--- config.mk ---
export PLATFORM = sky130hd
export DESIGN_NAME = eq_mix_seq
export DESIGN_NICKNAME = d
export VERILOG_FILES = /design/src/rtl/eq_mix_seq.sv
export SDC_FILE = /design/constraint.sdc
export NUM_CORES = 1
export LEC_CHECK = 0
export CORE_ASPECT_RATIO = 0.6
export CORE_MARGIN = 2
export CORE_UTILIZATION = 50
export DETAILED_ROUTE_END_ITERATION = 16
export GPL_TIMING_DRIVEN = 0
export PLACE_DENSITY_LB_ADDON = 0.2
export SYNTH_ARGS = -nofsm -noshare
export SYNTH_HDL_FRONTEND = slang
export SYNTH_SLANG_ARGS = --single-unit
--- constraint.sdc ---
create_clock -name clk -period 23.2 [get_ports clk]
set_clock_uncertainty 0.1 [all_clocks]
set_input_delay 6.96 -clock clk [delete_from_list [all_inputs] [get_ports clk]]
set_output_delay 6.96 -clock clk [all_outputs]
set_load 0.02 [all_outputs]
--- src/rtl/eq_mix_seq.sv ---
// Multi-channel band equalizer and mixer. One shared multiplier runs the band
// gains in channel-major order, then the master volume for each channel.
module eq_mix_seq #(
   parameter int N_BANDS = 5,
   parameter int N_CH    = 2,
   parameter int SMPL_W  = 16,
   parameter int POT_W   = 12
) (
   input  logic                            clk,
   input  logic                            rst_n,
   input  logic [N_CH*N_BANDS*SMPL_W-1:0]  band_smpl,
   input  logic                            band_vld,
   input  logic [N_BANDS*POT_W-1:0]        band_pot,
   input  logic [POT_W-1:0]                vol_pot,
   output logic [N_CH*SMPL_W-1:0]          out_smpl,
   output logic                            out_vld,
   output logic                            out_sat,
   output logic                            busy,
   output logic                            ovr_err
);
   localparam int ACC_W  = SMPL_W + $clog2(N_BANDS) + 1;
   localparam int PROD_W = ACC_W + POT_W + 1;
   localparam int N_PAIR = N_CH * N_BANDS;
   localparam int CH_W   = (N_CH > 1) ? $clog2(N_CH) : 1;
   localparam int BD_W   = $clog2(N_BANDS);
   localparam int IX_W   = $clog2(N_PAIR);

   typedef enum logic [1:0] {IDLE, MAC, VOL, DONE} state_t;
   state_t state_q, state_d;

   logic [N_PAIR-1:0][SMPL_W-1:0]  smpl_snap;
   logic [N_BANDS-1:0][POT_W-1:0]  pot_snap;
   logic [POT_W-1:0]               vol_snap;
   logic [N_CH-1:0][ACC_W-1:0]     acc_q;
   logic [N_CH-1:0][SMPL_W-1:0]    out_q;
   logic [CH_W-1:0]                ch_q;
   logic [BD_W-1:0]                bd_q;
   logic [IX_W-1:0]                ix_q;
   logic                           sat_acc;

   logic                           accept, last_pair, last_band, last_ch;
   logic signed [ACC_W-1:0]        mul_a;
   logic [POT_W-1:0]               mul_b;
   logic signed [PROD_W-1:0]       prod, shf;
   logic [PROD_W-SMPL_W:0]         upper;
   logic                           ovf;
   logic [SMPL_W-1:0]              res;
   logic [ACC_W-1:0]               res_ext;

   assign last_pair = (ix_q == IX_W'(N_PAIR - 1));
   assign last_band = (bd_q == BD_W'(N_BANDS - 1));
   assign last_ch   = (ch_q == CH_W'(N_CH - 1));
   assign busy      = (state_q == MAC) || (state_q == VOL);
   assign out_smpl  = out_q;

   always_ff @(posedge clk or negedge rst_n) begin
      if (!rst_n) state_q <= IDLE;
      else        state_q <= state_d;
   end

   always_comb begin
      state_d = state_q;
      accept  = 1'b0;
      case (state_q)
         IDLE: if (band_vld) begin
            accept  = 1'b1;
            state_d = MAC;
         end
         MAC:  if (last_pair) state_d = VOL;
         VOL:  if (last_ch) state_d = DONE;
         DONE: begin
            state_d = IDLE;
            if (band_vld) begin
               accept  = 1'b1;
               state_d = MAC;
            end
         end
         default: state_d = IDLE;
      endcase
   end

   // Shared multiplier: band sample x band pot in MAC, accumulator x volume in VOL.
   always_comb begin
      mul_a = ACC_W'($signed(smpl_snap[ix_q]));
      mul_b = pot_snap[bd_q];
      if (state_q == VOL) begin
         mul_a = acc_q[ch_q];
         mul_b = vol_snap;
      end
   end

   assign prod  = PROD_W'(mul_a) * PROD_W'($signed({1'b0, mul_b}));
   assign shf   = prod >>> (POT_W - 1);
   assign upper = shf[PROD_W-1:SMPL_W-1];
   assign ovf   = !((&upper) || !(|upper));
   assign res   = ovf ? (shf[PROD_W-1] ? {1'b1, {(SMPL_W-1){1'b0}}}
                                       : {1'b0, {(SMPL_W-1){1'b1}}})
                      : shf[SMPL_W-1:0];
   assign res_ext = ACC_W'($signed(res));

   always_ff @(posedge clk or negedge rst_n) begin
      if (!rst_n) begin
         smpl_snap <= '0;
         pot_snap  <= '0;
         vol_snap  <= '0;
         acc_q     <= '0;
         out_q     <= '0;
         ch_q      <= '0;
         bd_q      <= '0;
         ix_q      <= '0;
         sat_acc   <= 1'b0;
         out_vld   <= 1'b0;
         out_sat   <= 1'b0;
         ovr_err   <= 1'b0;
      end else begin
         out_vld <= 1'b0;
         out_sat <= 1'b0;
         ovr_err <= band_vld && busy;
         if (accept) begin
            smpl_snap <= band_smpl;
            pot_snap  <= band_pot;
            vol_snap  <= vol_pot;
            ch_q      <= '0;
            bd_q      <= '0;
            ix_q      <= '0;
            sat_acc   <= 1'b0;
         end else if (state_q == MAC) begin
            acc_q[ch_q] <= (bd_q == '0) ? res_ext : acc_q[ch_q] + res_ext;
            sat_acc     <= sat_acc | ovf;
            ix_q        <= last_pair ? '0 : ix_q + 1'b1;
            bd_q        <= last_band ? '0 : bd_q + 1'b1;
            if (last_pair)      ch_q <= '0;
            else if (last_band) ch_q <= ch_q + 1'b1;
         end else if (state_q == VOL) begin
            // Scaled result is parked in the accumulator until all channels finish.
            acc_q[ch_q] <= res_ext;
            sat_acc     <= sat_acc | ovf;
            ch_q        <= last_ch ? '0 : ch_q + 1'b1;
            if (last_ch) begin
               for (int c = 0; c < N_CH; c++)
                  out_q[c] <= (CH_W'(c) == ch_q) ? res : acc_q[c][SMPL_W-1:0];
               out_vld <= 1'b1;
               out_sat <= sat_acc | ovf;
            end
         end
      end
   end
endmodule

======== Word-level counts from Yosys, hierarchy flattened ========
Index checks and enable logic that the tools add are counted.
cells by class
  add/subtract/negate cells ............... 4
  multipliers ............................. 1
  $lt $le $gt $ge ......................... 4
  eq/ne operators ......................... 9
  muxes and demuxes ....................... 47
  bitwise gates (word level) .............. 3
  reductions and logical operators ........ 18
operators with widths
  kind                                                                           count
  20-bit two-way mux                                                             5
  40-bit bitwise mux                                                             2
  40-bit two-way mux                                                             2
  16-bit binary-select mux with 4-bit select                                     1
  16-bit two-way mux                                                             3
  12-bit binary-select mux with 3-bit select                                     1
  20-bit by 13-bit multiplier with 33-bit output                                 1
  12-bit two-way mux                                                             2
  20-bit adder                                                                   1
  20-bit demux with 1-bit select                                                 1
  1-bit two-way mux                                                              20
  4-bit two-way mux                                                              3
  3-bit two-way mux                                                              3
  2-bit case mux with 4 select lines                                             1
  7-bit AND reduction                                                            1
  7-bit OR reduction                                                             1
  2-bit two-way mux                                                              3
  2-bit != test (second input constant)                                          3
  4-bit by 5-bit less-than comparator with 1-bit output (second input constant)  1
  4-bit by 1-bit adder with 4-bit output (second input constant)                 1
  2-bit equality test (second input constant)                                    2
  4-bit equality test (second input constant)                                    1
  3-bit by 4-bit less-than comparator with 1-bit output (second input constant)  1
  4-bit != test (second input constant)                                          1
  19 further kinds                                                               25
storage, ports and cells
  register bits ........................... 318
  bits of input ports ..................... 235
  output and inout port bits .............. 36
  logic and storage cells ................. 114

======== Longest topological paths before layout ========
  depth in word-level cells ............... 13
  gate-level depth with buffers ........... 49
  mapped depth without buffers ............ 46

======== Worst setup path after synthesis ========
OpenSTA, ideal clock, no wires.
  path type ............................... register to register
  start ................................... register ix_q[0]
  end ..................................... register acc_q[18] (netlist name)
  library setup time ...................... 0.142 ns
  arrival ................................. 10.874 ns
  required time ........................... 22.958 ns
  slack ................................... 12.083 ns
  stages on the path, launching flop included .. 43
  buffers on the path ..................... 5
  clock period less this slack ............ 11.117 ns
  path through ............................ dfrtp_1 -> buf_4 -> buf_1 -> buf_1 -> mux4_2 -> mux2i_1 -> o22ai_1 -> o21ai_0 -> nor2_1 -> fa_1 -> inv_1 -> fa_1 -> inv_1 -> fa_1 -> fa_1 -> inv_1 -> fa_1 -> inv_1 -> [7 not listed] -> a211o_1 -> o21ai_2 -> buf_4 -> buf_2 -> nand2_1 -> ha_1 -> nor2b_1 -> o21ai_0 -> a21oi_1 -> o21ai_0 -> a21boi_0 -> o21ai_0 -> a21oi_1 -> o41ai_1 -> o2111ai_1 -> o31ai_1 -> xor2_1 -> o221ai_1
between the ends
  word-level cells in the longest chain between the ends .. 12
  elaborated cells on any way between the ends .. 16
  those cells by class .................... add/sub: 1; mul: 1; mux: 10; reduce/logical: 4
RTL lines
  what                                                line  RTL
  from (decl)                                         38    logic [IX_W-1:0] ix_q;
  from (signal assigned)                              130   ix_q <= last_pair ? '0 : ix_q + 1'b1;
  16-bit binary-select mux with 4-bit select (*)      84    mul_a = ACC_W'($signed(smpl_snap[ix_q]));
  16-bit two-way mux (not written as such) (*)        84
  20-bit two-way mux (*)                              86    if (state_q == VOL) begin
  20-bit by 13-bit multiplier with 33-bit output (*)  92    assign prod = PROD_W'(mul_a) * PROD_W'($signed({1'b0, mul_b}));
  7-bit OR reduction                                  95    assign ovf = !((&upper) || !(|upper));
  1-bit logical NOT                                   95
  1-bit logical OR                                    95
  16-bit two-way mux (*)                              96    assign res = ovf ? (shf[PROD_W-1] ? {1'b1, {(SMPL_W-1){1'b0}}}
  net res[2]                                          47    logic [SMPL_W-1:0] res;
  20-bit adder (*)                                    128   acc_q[ch_q] <= (bd_q == '0) ? res_ext : acc_q[ch_q] + res_ext;
  20-bit two-way mux (*)                              128
  40-bit bitwise mux (*)                              128
  40-bit two-way mux (*)                              127   end else if (state_q == MAC) begin
  to (signal, indexed assignment)                     128
  to (signal, indexed assignment)                     136   acc_q[ch_q] <= res_ext;
  to (decl)                                           34    logic [N_CH-1:0][ACC_W-1:0] acc_q;
The timed path passes the listed nets; every way through them passes the cells marked *. The select of a mux whose other input is x is not followed.
A chain may end at the register's enable or synchronous reset.

======== Worst setup path after layout ========
Ends and elaborated chain as after synthesis.

==> flow_summary.toml <==
[outcome]
status = "complete, but fails checks"
violations = "capacitance limit"

[logic_synthesis]
synth_mux_area_share_pct = 18.21
syn_inst = 2228
synth_compound_area_share_pct = 8.332
ys_warn_count = 0
synthFlopType = "dfrtp_1"
synth-seq-cells = 318
yosysUniqueCellTypes = 80
avgSynthCellArea_sq_um = 10.81
netlist_area_sq_um = 24090
async_flop_share_pct = 100.0
synth_top_family_by_area = "adder cells"
synth_adder_area_share_pct = 23.21
synth_edf_count = 0
synthesis.nets = 2779
synthSimpleGateAreaFrac_pct = 9.080
synthXorXnorAreaFrac_pct = 1.480
yosysSeqAreaShare_pct = 33.04

[sta]
layout_min_cycle_time_ns = 14.72
rsz0062_at_grt = "false"
drv_slew = 0
max_freq_ghz = 0.06793
timing.slew.headroom_pct = 1.377
tightest_slew_ns = 1.468
period_share_pct = 63.45
finalSetupViolations = 0
fin_setup_tns_ns = 0
finalHoldViolations = 0

[die]
start_util_pct = 50.49
io_pins = 271
coreArea_sq_um = 47710
die_h_microns = 174.0
dieArea_sq_um = 50010
row_count = 62
die_w_microns = 287.4

[placed_design]
gp_congestion = 1.002
portBuffers = 270
place_hpwl_mm = 60.72

[clocking]
clkSinkCount = 318
htreeDepth = 1
cts-resized-gates = 0
cts_tree = "built"
numCtsBuffers = 30
postCtsSetupBuffers = 0
cts_buffer_depth = 3
holdBufCountCts = 0
root_buffer = "clkbuf_16"
clk_latency_ns = 0.60
path_clk_slew_ns = 0.07

[critical_path]
critPathMaxFanout = 10
cp.arrival_ns = 15.07
required_ns = 23.55
crit_type = "flip-flop to flip-flop"
crit_path_start_kind = "flip-flop"
setup.worst_path.end_class = "flip-flop"
slowest_delay_ns = 1.01
slowest_stage = "o21ai_0"

[drt]
viasPerCell = 5.644
ant_nets = 0
routed_wl_mm = 74.26
wl_per_cell_microns = 23.18
drt_iter0_drc = 1735
via_count = 18080
drc_errors = 0
dr.pass1.iters = 5

[global_routing]
grt_max_degree = 119
grt_pass1_wl_mm = 114.1
track_usage_pct = 30.34
gr-total-overflow = 0
antenna_found_initial = 5
grt_pass1_vias = 18890

[job]
max_cap_violations = 1

[cells_and_area]
final_layout_size_suffix_gt1_share_pct = 16.81
area_growth_pct = 19.48
final_net_count = 3086
final_core_util_pct = 60.33
final_common_cell = "dfrtp_1"
layout_common_cells = "dfrtp_1 (318), inv_1 (310), mux2_2 (271)"

[min_path]
hold_path_class = "flip-flop to flip-flop"
==> per-layer routing <==
layer,up-vias,track usage [%],part of all wire (%)
met4,0,5.686,2.0
met1,9288,47.26,47
met3,89,7.310,9.3
met2,712,43.08,41
li1,7990,-,-
met5,-,0,0
==> synthesized netlist by cell type (all sizes together) (4+ instances only) <==
cell,number,area [sq um]
clkbuf,82,307.8
xor2,16,147.7
o211ai,8,60.06
or3,8,55.05
a211oi,10,92.59
mux4,40,900.9
mux2,271,3052
nor2b,16,100.1
and2,10,65.06
a31oi,23,168.9
a22oi,6,45.04
mux2i,42,432.9
a21boi,9,75.07
a221o,5,50.05
dfrtp,318,7958
o22ai,12,75.07
a21oi,57,285.3
o21bai,5,37.54
o31ai,6,63.81
ha,98,1226
a21o,21,165.1
o221ai,4,35.03
xnor2,23,209.0
fa,218,4364
nand2b,23,143.9
inv,311,1167
o21ai,75,382.9
o21a,20,150.1
or2,17,106.4
buf,22,128.9
nor3,20,105.1
and3,12,75.07
a221oi,5,43.79
nor2,176,660.6
nand2,190,720.7
nand3,16,80.08
==> critical path: cells and delay by family, from the launching register on <==
kind	cells	cell delay [ns]
muxes	2	0.99
adders and majority gates	8	3.34
xor gates and xnor gates	2	0.38
AOI/OAI and AO/OA	19	6.61
buffers and inverters	9	2.25
and+or+nand+nor	3	0.46
DFF	1	0.40
==> state kept, by name, summed over array words and instances, names as in the netlist, 2 cells and up <==
register,cells
acc_q,40
bd_q,3
ix_q,4
out_smpl,32
pot_snap,60
smpl_snap,160
state_q,2
vol_snap,12
==> cell type report <==
type	instances	area, sq um
diodes	5	12.51
plain buffers	104	436.7
clock buffers	39	844.6
clock inverters	16	240.2
fillers	3967	18930
inverters	311	1167
multi-input cells	1495	14540
flip-flops and latches	318	7958
well taps	640	800.8
repair buffers	275	2785
==> metrics by stage <==
step	instance area, sq um	instances	hold slack, ns	setup WS (ns)
2_1_floorplan	24090	2228	0.3444	12.08
3_5_place_dp	27680	3143	0.3700	8.926
6_report	28780	3203	0.3886	8.478
3_3_place_gp	27590	3138	0.3565	1.510
5_1_grt	28780	3202	0.4143	7.611
4_1_cts	28770	3198	0.3853	8.827
==> kinds of logic (layout without fill, tap and decap cells) <==
kind of cell,count (synthesis),in the layout
AO/OA/AOI/OAI,289,289
XOR/XNOR,39,39
adder cells (fa/ha/maj),316,316
buffers and inverters,415,745
flip-flops,318,318
multiplexers,353,353
other,0,5
AND/OR/NAND/NOR,498,498
==> path summary, 6_finish.rpt <==
kind | from | to | slack (ns) | depth (start not counted)
worst max-delay path | ix_q[0]$_DFFE_PN0P_ | acc_q[18]$_DFFE_PN0P_ | 8.48 | 43
worst min-delay path | acc_q[34]$_DFFE_PN0P_ | acc_q[34]$_DFFE_PN0P_ | 0.39 | 2
worst max register to register | ix_q[0]$_DFFE_PN0P_ | acc_q[18]$_DFFE_PN0P_ | 8.48 | 43
worst min register to register | acc_q[34]$_DFFE_PN0P_ | acc_q[34]$_DFFE_PN0P_ | 0.39 | 2
max in group asynchronous | rst_n | smpl_snap[63]$_DFFE_PN0P_ | 15.10 | 3
min in group asynchronous | rst_n | smpl_snap[53]$_DFFE_PN0P_ | 6.29 | 1
Power is left out: the tool's default activity adds up to more than one toggle a clock period on the data nets, which glitch-free logic cannot reach.
